## src/rtl/fsb8_target.sv

```systemverilog
// FSB 8-bit target endpoint: decodes address/command/read/write frames into single-beat local requests.
// Registered response 2 cycles after the frame at best, plus one per loc_ack wait cycle; host is paced by rdy_n.
module fsb8_target #(
  parameter bit PAE_ENABLE = 1'b0,
  parameter int ADDR_WIDTH = PAE_ENABLE ? 32 : 24,
  parameter int WAIT_LIMIT = 16
) (
  input  logic                  clk,
  input  logic                  rst,
  input  logic                  ale_n,
  input  logic                  cs_n,
  input  logic                  cmd_n,
  input  logic                  wr_n,
  input  logic                  typ,
  input  logic [7:0]            AAH8,
  input  logic [7:0]            AD_in,
  output logic [7:0]            AD_out,
  output logic                  AD_oe,
  output logic                  rdy_n,
  output logic                  irq_n,
  output logic [ADDR_WIDTH-1:0] loc_addr,
  output logic [7:0]            loc_wdata,
  output logic                  loc_re,
  output logic                  loc_we,
  input  logic [7:0]            loc_rdata,
  input  logic                  loc_ack,
  input  logic [7:0]            irq_src,
  output logic                  bus_err
);

  localparam logic [2:0] IDLE    = 3'd0;
  localparam logic [2:0] RD_REQ  = 3'd1;
  localparam logic [2:0] RD_RESP = 3'd2;
  localparam logic [2:0] WR_REQ  = 3'd3;
  localparam logic [2:0] WR_RESP = 3'd4;

  logic [2:0]  state;
  logic [7:0]  h8;
  logic [15:0] m16;
  logic [7:0]  l8;
  logic [7:0]  rd_reg;
  logic [7:0]  wait_cnt;
  logic [7:0]  irq_mask;
  logic [7:0]  irq_pend;
  logic [7:0]  irq_src_q;
  logic        idle;
  logic        cmd_clr;
  logic        timeout;
  logic [7:0]  irq_rise;
  logic [7:0]  clr_mask;

  assign idle     = (state == IDLE);
  assign cmd_clr  = idle && ale_n && !cmd_n && (AD_in == 8'h02);
  assign clr_mask = cmd_clr ? AAH8 : 8'h00;
  assign irq_rise = irq_src & ~irq_src_q;
  assign timeout  = (wait_cnt == 8'(WAIT_LIMIT - 1));
  assign AD_out   = rd_reg;

  // Without the address extension H8 is never loaded and drops out of the local address.
  generate
    if (PAE_ENABLE) begin : g_pae
      logic unused_typ;
      assign unused_typ = typ;
      assign loc_addr   = {h8, m16, l8};
    end else begin : g_nopae
      logic unused_bits;
      assign unused_bits = typ ^ (^h8);
      assign loc_addr    = {m16, l8};
    end
  endgenerate

  always_ff @(posedge clk) begin
    if (rst) begin
      state     <= IDLE;
      h8        <= 8'h00;
      m16       <= 16'h0000;
      l8        <= 8'h00;
      rd_reg    <= 8'h00;
      wait_cnt  <= 8'h00;
      irq_mask  <= 8'h00;
      irq_pend  <= 8'h00;
      irq_src_q <= 8'h00;
      irq_n     <= 1'b1;
      rdy_n     <= 1'b1;
      AD_oe     <= 1'b0;
      loc_wdata <= 8'h00;
      loc_re    <= 1'b0;
      loc_we    <= 1'b0;
      bus_err   <= 1'b0;
    end else begin
      loc_re    <= 1'b0;
      loc_we    <= 1'b0;
      bus_err   <= 1'b0;
      rdy_n     <= 1'b1;
      AD_oe     <= 1'b0;
      irq_src_q <= irq_src;
      // A new edge wins over a same-cycle W1C clear.
      irq_pend  <= (irq_pend & ~clr_mask) | irq_rise;
      irq_n     <= ~|(irq_pend & irq_mask);

      case (state)
        IDLE: begin
          if (!ale_n) begin
            m16 <= {AAH8, AD_in};
          end else if (!cmd_n) begin
            case (AD_in)
              8'h00:   if (PAE_ENABLE) h8 <= AAH8;
              8'h01:   irq_mask <= AAH8;
              8'h02:   ;
              default: bus_err <= 1'b1;
            endcase
          end else if (!cs_n) begin
            l8       <= AAH8;
            wait_cnt <= 8'h00;
            if (wr_n) begin
              state  <= RD_REQ;
              loc_re <= 1'b1;
            end else begin
              loc_wdata <= AD_in;
              state     <= WR_REQ;
              loc_we    <= 1'b1;
            end
          end
        end
        RD_REQ: begin
          if (loc_ack || timeout) begin
            rd_reg  <= loc_ack ? loc_rdata : 8'hFF;
            bus_err <= !loc_ack;
            rdy_n   <= 1'b0;
            AD_oe   <= 1'b1;
            state   <= RD_RESP;
          end else begin
            wait_cnt <= wait_cnt + 8'd1;
          end
        end
        WR_REQ: begin
          if (loc_ack || timeout) begin
            bus_err <= !loc_ack;
            rdy_n   <= 1'b0;
            state   <= WR_RESP;
          end else begin
            wait_cnt <= wait_cnt + 8'd1;
          end
        end
        RD_RESP, WR_RESP: state <= IDLE;
        default:          state <= IDLE;
      endcase
    end
  end

endmodule

```

## config.mk

```make
export PLATFORM = sky130hd
export DESIGN_NAME = fsb8_target
export DESIGN_NICKNAME = d
export VERILOG_FILES = /design/src/rtl/fsb8_target.sv
export SDC_FILE = /design/constraint.sdc
export NUM_CORES = 1
export LEC_CHECK = 0
export ABC_AREA = 1
export BUFFER_PORTS_ARGS = -buffer_cell sky130_fd_sc_hd__buf_2
export CAP_MARGIN = 20
export CORE_UTILIZATION = 55
export DETAILED_ROUTE_END_ITERATION = 12
export PLACE_DENSITY = 0.85
export SYNTH_ARGS = -nofsm -noshare
export SYNTH_HDL_FRONTEND = slang
export SYNTH_SLANG_ARGS = --single-unit
```

## constraint.sdc

```tcl
create_clock -name clk -period 4.85 [get_ports clk]
set_clock_uncertainty 0.2 [all_clocks]
set_input_delay 0.2425 -clock clk [delete_from_list [all_inputs] [get_ports clk]]
set_output_delay 0.2425 -clock clk [all_outputs]
set_load 0.02 [all_outputs]
```

# Word-level counts from Yosys, hierarchy flattened
# Cells that the tools add are included.
totals:
  ff_bits: 81
  elab_cells: 86
  out_inout_bits: 46
  input_bits: 40
classes:
  n_addsub: 1
  mux: 23
  n_reduce_logical: 23
  eq_ne: 11
  bitwise: 13
ops:
  columns: ["cell", "count"]
  rows:
  - ["two-way mux 8 bit", 6]
  - ["bitwise AND 8 bit", 3]
  - ["inverter 8 bit", 2]
  - ["case mux 8 bit (2 select lines)", 1]
  - ["two-way mux 3 bit", 5]
  - ["AND reduction 5 bit", 3]
  - ["!= test 2 bit, second input constant", 6]
  - ["case mux 3 bit (3 select lines)", 1]
  - ["adder 8 x 1 -> 8 bit, second input constant", 1]
  - ["== test 8 x 1 -> 1 bit, second input constant", 1]
  - ["== test 8 x 2 -> 1 bit, second input constant", 1]
  - ["== test 8 x 4 -> 1 bit, second input constant", 1]
  - ["zero test 8 bit", 1]
  - ["two-way mux 1 bit", 8]
  - ["OR 8 bit", 1]
  - ["AND reduction 4 bit", 2]
  - ["OR reduction 8 bit", 1]
  - ["inverter 1 bit", 7]
  - ["OR reduction 2 bit", 3]
  - ["OR reduction 5 bit", 1]
  - ["AND reduction 2 bit", 2]
  - ["== test 3 x 1 -> 1 bit, second input constant", 1]
  - ["== test 3 x 2 -> 1 bit, second input constant", 1]
  - ["logical AND 1 bit", 3]
  - ["other kinds (7)", 9]

# Longest topological paths before layout
depth:
  ltp_word: 8
  depth_mapped: 9
  depth_no_buf: 9

# Worst setup path after synthesis
# Ideal clock, no wire load.
synth_timing:
  path_type: "flip-flop to flip-flop"
  start: "register wait_cnt[0]"
  end: "register wait_cnt[1]"
  setup_ns: 0.128
  setup_slack_ns: 3.280
  required_time_ns: 4.522
  t_arrival_ns: 1.242
  stages_incl_launch_ff: 10
  path_buffers: 1
  synth_period_minus_slack_ns: 1.570
  cell_sequence: "dfxtp_1 -> ha_1 -> nand2_2 -> nor2_1 -> nand3_2 -> nand3_2 -> buf_2 -> nand3b_1 -> nand2_1 -> nor2_1"
synth_between:
  elab_chain_cells: 4
  elab_cells_between_ends: 7
  classes_between: "1 x add/sub; 2 x eq/ne; 2 x mux; 2 x reduce/logical"
synth_rtl:
  columns: ["element", "line", "text"]
  rows:
  - ["from (decl)", "42", "logic [7:0] wait_cnt;"]
  - ["from (signal assigned)", "133", "wait_cnt <= wait_cnt + 8'd1;"]
  - ["from (signal assigned)", "142", "wait_cnt <= wait_cnt + 8'd1;"]
  - ["parallel branches: the longest is 4 deep, another holds adder 8 x 1 -> 8 bit", null, null]
# Parallel ways; which one is timed is not known. The select of a mux whose other input is x is not followed.
# A chain may end at the register's enable or synchronous reset.

# Final worst setup path
layout_timing:
  start: "input port AD_in[3]"
  end: "register irq_pend[4]"
layout_between:
  elab_chain_cells: 6
layout_rtl:
  columns: ["element", "line", "text"]
  rows:
  - ["from (decl)", "16", "input logic [7:0] AD_in,"]
  - ["== test 8 x 2 -> 1 bit", "53", "assign cmd_clr = idle && ale_n && !cmd_n && (AD_in == 8'h02);"]
  - ["logical AND 1 bit", "53", null]
  - ["two-way mux 8 bit", "54", "assign clr_mask = cmd_clr ? AAH8 : 8'h00;"]
  - ["inverter 8 bit", "98", "irq_pend <= (irq_pend & ~clr_mask) | irq_rise;"]
  - ["bitwise AND 8 bit", "98", null]
  - ["OR 8 bit", "98", null]
  - ["to (signal assigned)", "98", null]
  - ["to (decl)", "44", "logic [7:0] irq_pend;"]
# Every way passes these cells.

==> impl_results.md <==
* Buffer levels on the longest clock path at 2
* Nature of the critical path startpoint: primary input
* Synth warnings at 0
* Worst path required time at 4890 ps
* Syn-to-layout area delta at 27.99%
* DR vias at between 3000 and 4000
* Io pins at 86
* CP arrival at 2070 ps
* DRT Pass-1 Iters at 5
* Max-slew violations at 0
* Maximum number of pins on one net before global-route repair at between 40 and 50
* DRC viols at 0
* Setup_tns at 0 ps
* Antenna diodes at 0
* Drt wl/cell at 13.37 um
* Ys async rst share at 0%
* CP Capture Type: register
* EDFF count, synth at 0
* Synth Cell Area at approximately 0.0033 mm^2
* CTS Root Cell: clkbuf_8
* Yosys reg bits at 81
* RSZ-0062 raised after global routing: no
* Die Wd at 79.72 um
* Syn Nets at 481
* Logic pwr share at between 10% and 20%
* Power density cells at 349.8 mW/mm^2
* Least-Margin Pin Slew at 792.8 ps
* Initial Util at about 60%
* First-pass GRT wire length at 13.66 mm
* FMAX at 491.8 MHz
* Die area at 0.006354 mm^2
* Min Tclk post-route at a little over 2000 ps
* Final #Nets at 589
* H-tree levels at 3
* Static Leak at 1.991 nW
* Hold slack final at 34.34 ps
* Setup ws final at 2817 ps
* Max-slew headroom at 46.74%
* Final std cell area, no fill at 0.004252 mm^2
* NetSw at 0.4057 mW
* Final period util at between 40% and 50%
* DRT iter0 DRCs at 195
* Seq/Total Area, Yosys at between 40 and 50%
* Fraction of layout cells with a size suffix above 1 at 22.78%
* Vias per inst at ~5.2
* Final core utilization at 74.91%
* # fillers at 446
* Outcome: complete, no violations
* Post-CTS setup buffers at 0
* Die Ht at 79.72 um
* Top post-synthesis cells by area: dfxtp_1 (49%), nand3_1 (9.3%), nor2_1 (8.9%)
* Hold Crit Class: primary input to register
* Final WL at ~8.4 mm
* Initial antenna violation count at 0
* Aggregate global routing overflow at 0
* CTS sink cnt at 81
* Most frequent cell after synthesis: dfxtp_1
* Number of max-cap violations at 0
* Mean Syn Cell Area at 7.550 um^2
* Share of total power in the clock network at 37.3%
* Routed Antenna Nets at 0
* Post-synthesis cell count at 440
* Placer congestion estimate at 0.8469
* Final Hold Vio Count at 0
* Ys flop type: dfxtp_1
* Core area at ~0.0057 mm^2
* CTS tree: built
* Netlist cell types at 32
* Reg power frac at 48.5%
* Cell accounting for the most synthesized area: dfxtp_1
* Dpl cell area at between 0.003 and 0.004 mm^2
* Kind of critical path: primary input to register
* Detailed-placement wirelength estimate at ~5.4 mm
* Row count at 27
* Most frequent cells after synthesis: dfxtp_1 (81), nor2_1 (79), nand2_1 (77)
* Reg clk slew, reported paths at roughly 80 ps
* Clk_lat worst skew at 350 ps
* Post-placement setup slack at ~2800 ps
* Max VDD drop at 0.2330 mV
* Worst-path fanout max at 8
* Vias in the first global route at about 3100
* Synth top area share at 48.81%
* Gr usage total at 27.99%
* Switching Share at 27.28%
* Post-CTS resize count at 0
* Hold buffer count at CTS at 25
* Pint at 1.082 mW
* IO Port Bufs at 84
* Total CTS buffers at 9
* Final setup viols at 0
stage by stage:
stage / power, mW / std cells
floorplan: 0.8653 / 440
global placement: 0.9210 / 584
detailed placement: 0.9271 / 584
CTS: 1.488 / 625
global route: 1.547 / 625
finish: 1.487 / 625
area by class of cell:
type	count	area, um^2	share of cell area, %
clock inverters	6	91.34	2.148
multi-input cells	307	1483	34.87
inverters	39	150.1	3.531
clock buffers	10	137.6	3.237
repair buffers	110	678.2	15.95
flip-flops and latches	81	1622	38.14
well taps	72	90.09	2.119
power groups by stage:
| stage | Combinational [mW] | Sequential [mW] | Clock [mW] |
|---|---|---|---|
| 2_1_floorplan | 0.107 | 0.758 | 0 |
| 4_1_cts | 0.208 | 0.720 | 0.559 |
| 3_3_place_gp | 0.187 | 0.734 | 0 |
| 5_1_grt | 0.231 | 0.725 | 0.590 |
| 6_report | 0.211 | 0.721 | 0.555 |
| 3_5_place_dp | 0.192 | 0.735 | 0 |
state kept, by name, indices dropped and copies added, names as in the netlist:
signal	flops
m16	16
AD_out	8
irq_mask	8
irq_pend	8
irq_src_q	8
l8	8
loc_wdata	8
wait_cnt	8
state	3
AD_oe	1
bus_err	1
irq_n	1
loc_re	1
loc_we	1
rdy_n	1
cells in the final DEF, fill, tap and decap left out, types with 2 or more instances in the layout:
| master | count |
|---|---|
| clkinv_1 | 3 |
| dfxtp_1 | 81 |
| o21ai_1 | 3 |
| nor3_1 | 2 |
| nand4_1 | 3 |
| o21ai_0 | 24 |
| nand2_4 | 2 |
| inv_2 | 3 |
| clkinv_2 | 2 |
| a21oi_1 | 31 |
| bufinv_16 | 2 |
| dlygate4sd3_1 | 25 |
| nor2_8 | 2 |
| clkinv_4 | 3 |
| nor3_4 | 2 |
| nand3_1 | 62 |
| nand2_2 | 6 |
| clkbuf_8 | 10 |
| inv_1 | 31 |
| buf_2 | 84 |
| nand3_2 | 2 |
| nor2_1 | 79 |
| nor2_4 | 3 |
| o21bai_1 | 2 |
| nand2_1 | 77 |
routing by layer:
layer	vias to the layer above	GRT usage [%]	routed length (um)
met5	-	0	0
met4	0	12.91	255
met3	24	5.714	451
met2	116	48.80	4101
met1	1495	32.66	3547
li1	1641	-	-
kinds of logic after synthesis:
kind of cell | count (synthesis) | share of synthesized area (%)
simple gates | 245 | 34.80
flops | 81 | 48.81
compound gates | 60 | 9.190
buf+inv | 52 | 6.554
xor+xnor | 1 | 0.2637
fa+ha+maj | 1 | 0.3766
worst paths after layout:
path	startpoint	end	slack, ps	cells past startpoint
worst max-delay path	AD_in[3]	irq_pend[4]	2820	8
worst max register to register	wait_cnt[0]	AD_out[6]	3070	9
worst min register to register	irq_src_q[0]	irq_pend[0]	210	1
worst min-delay path	loc_rdata[3]	AD_out[3]	30	5
worst max-delay path: stages:
cell and delay (ps):
dlygate4sd3_1 560, buf_2 150, nor2_1 160, nand3_1 90, nor2_1 460, nand3_1 200
nand3_1 100, o21ai_0 90
No activity file was read; power rests on OpenSTA's default activity.
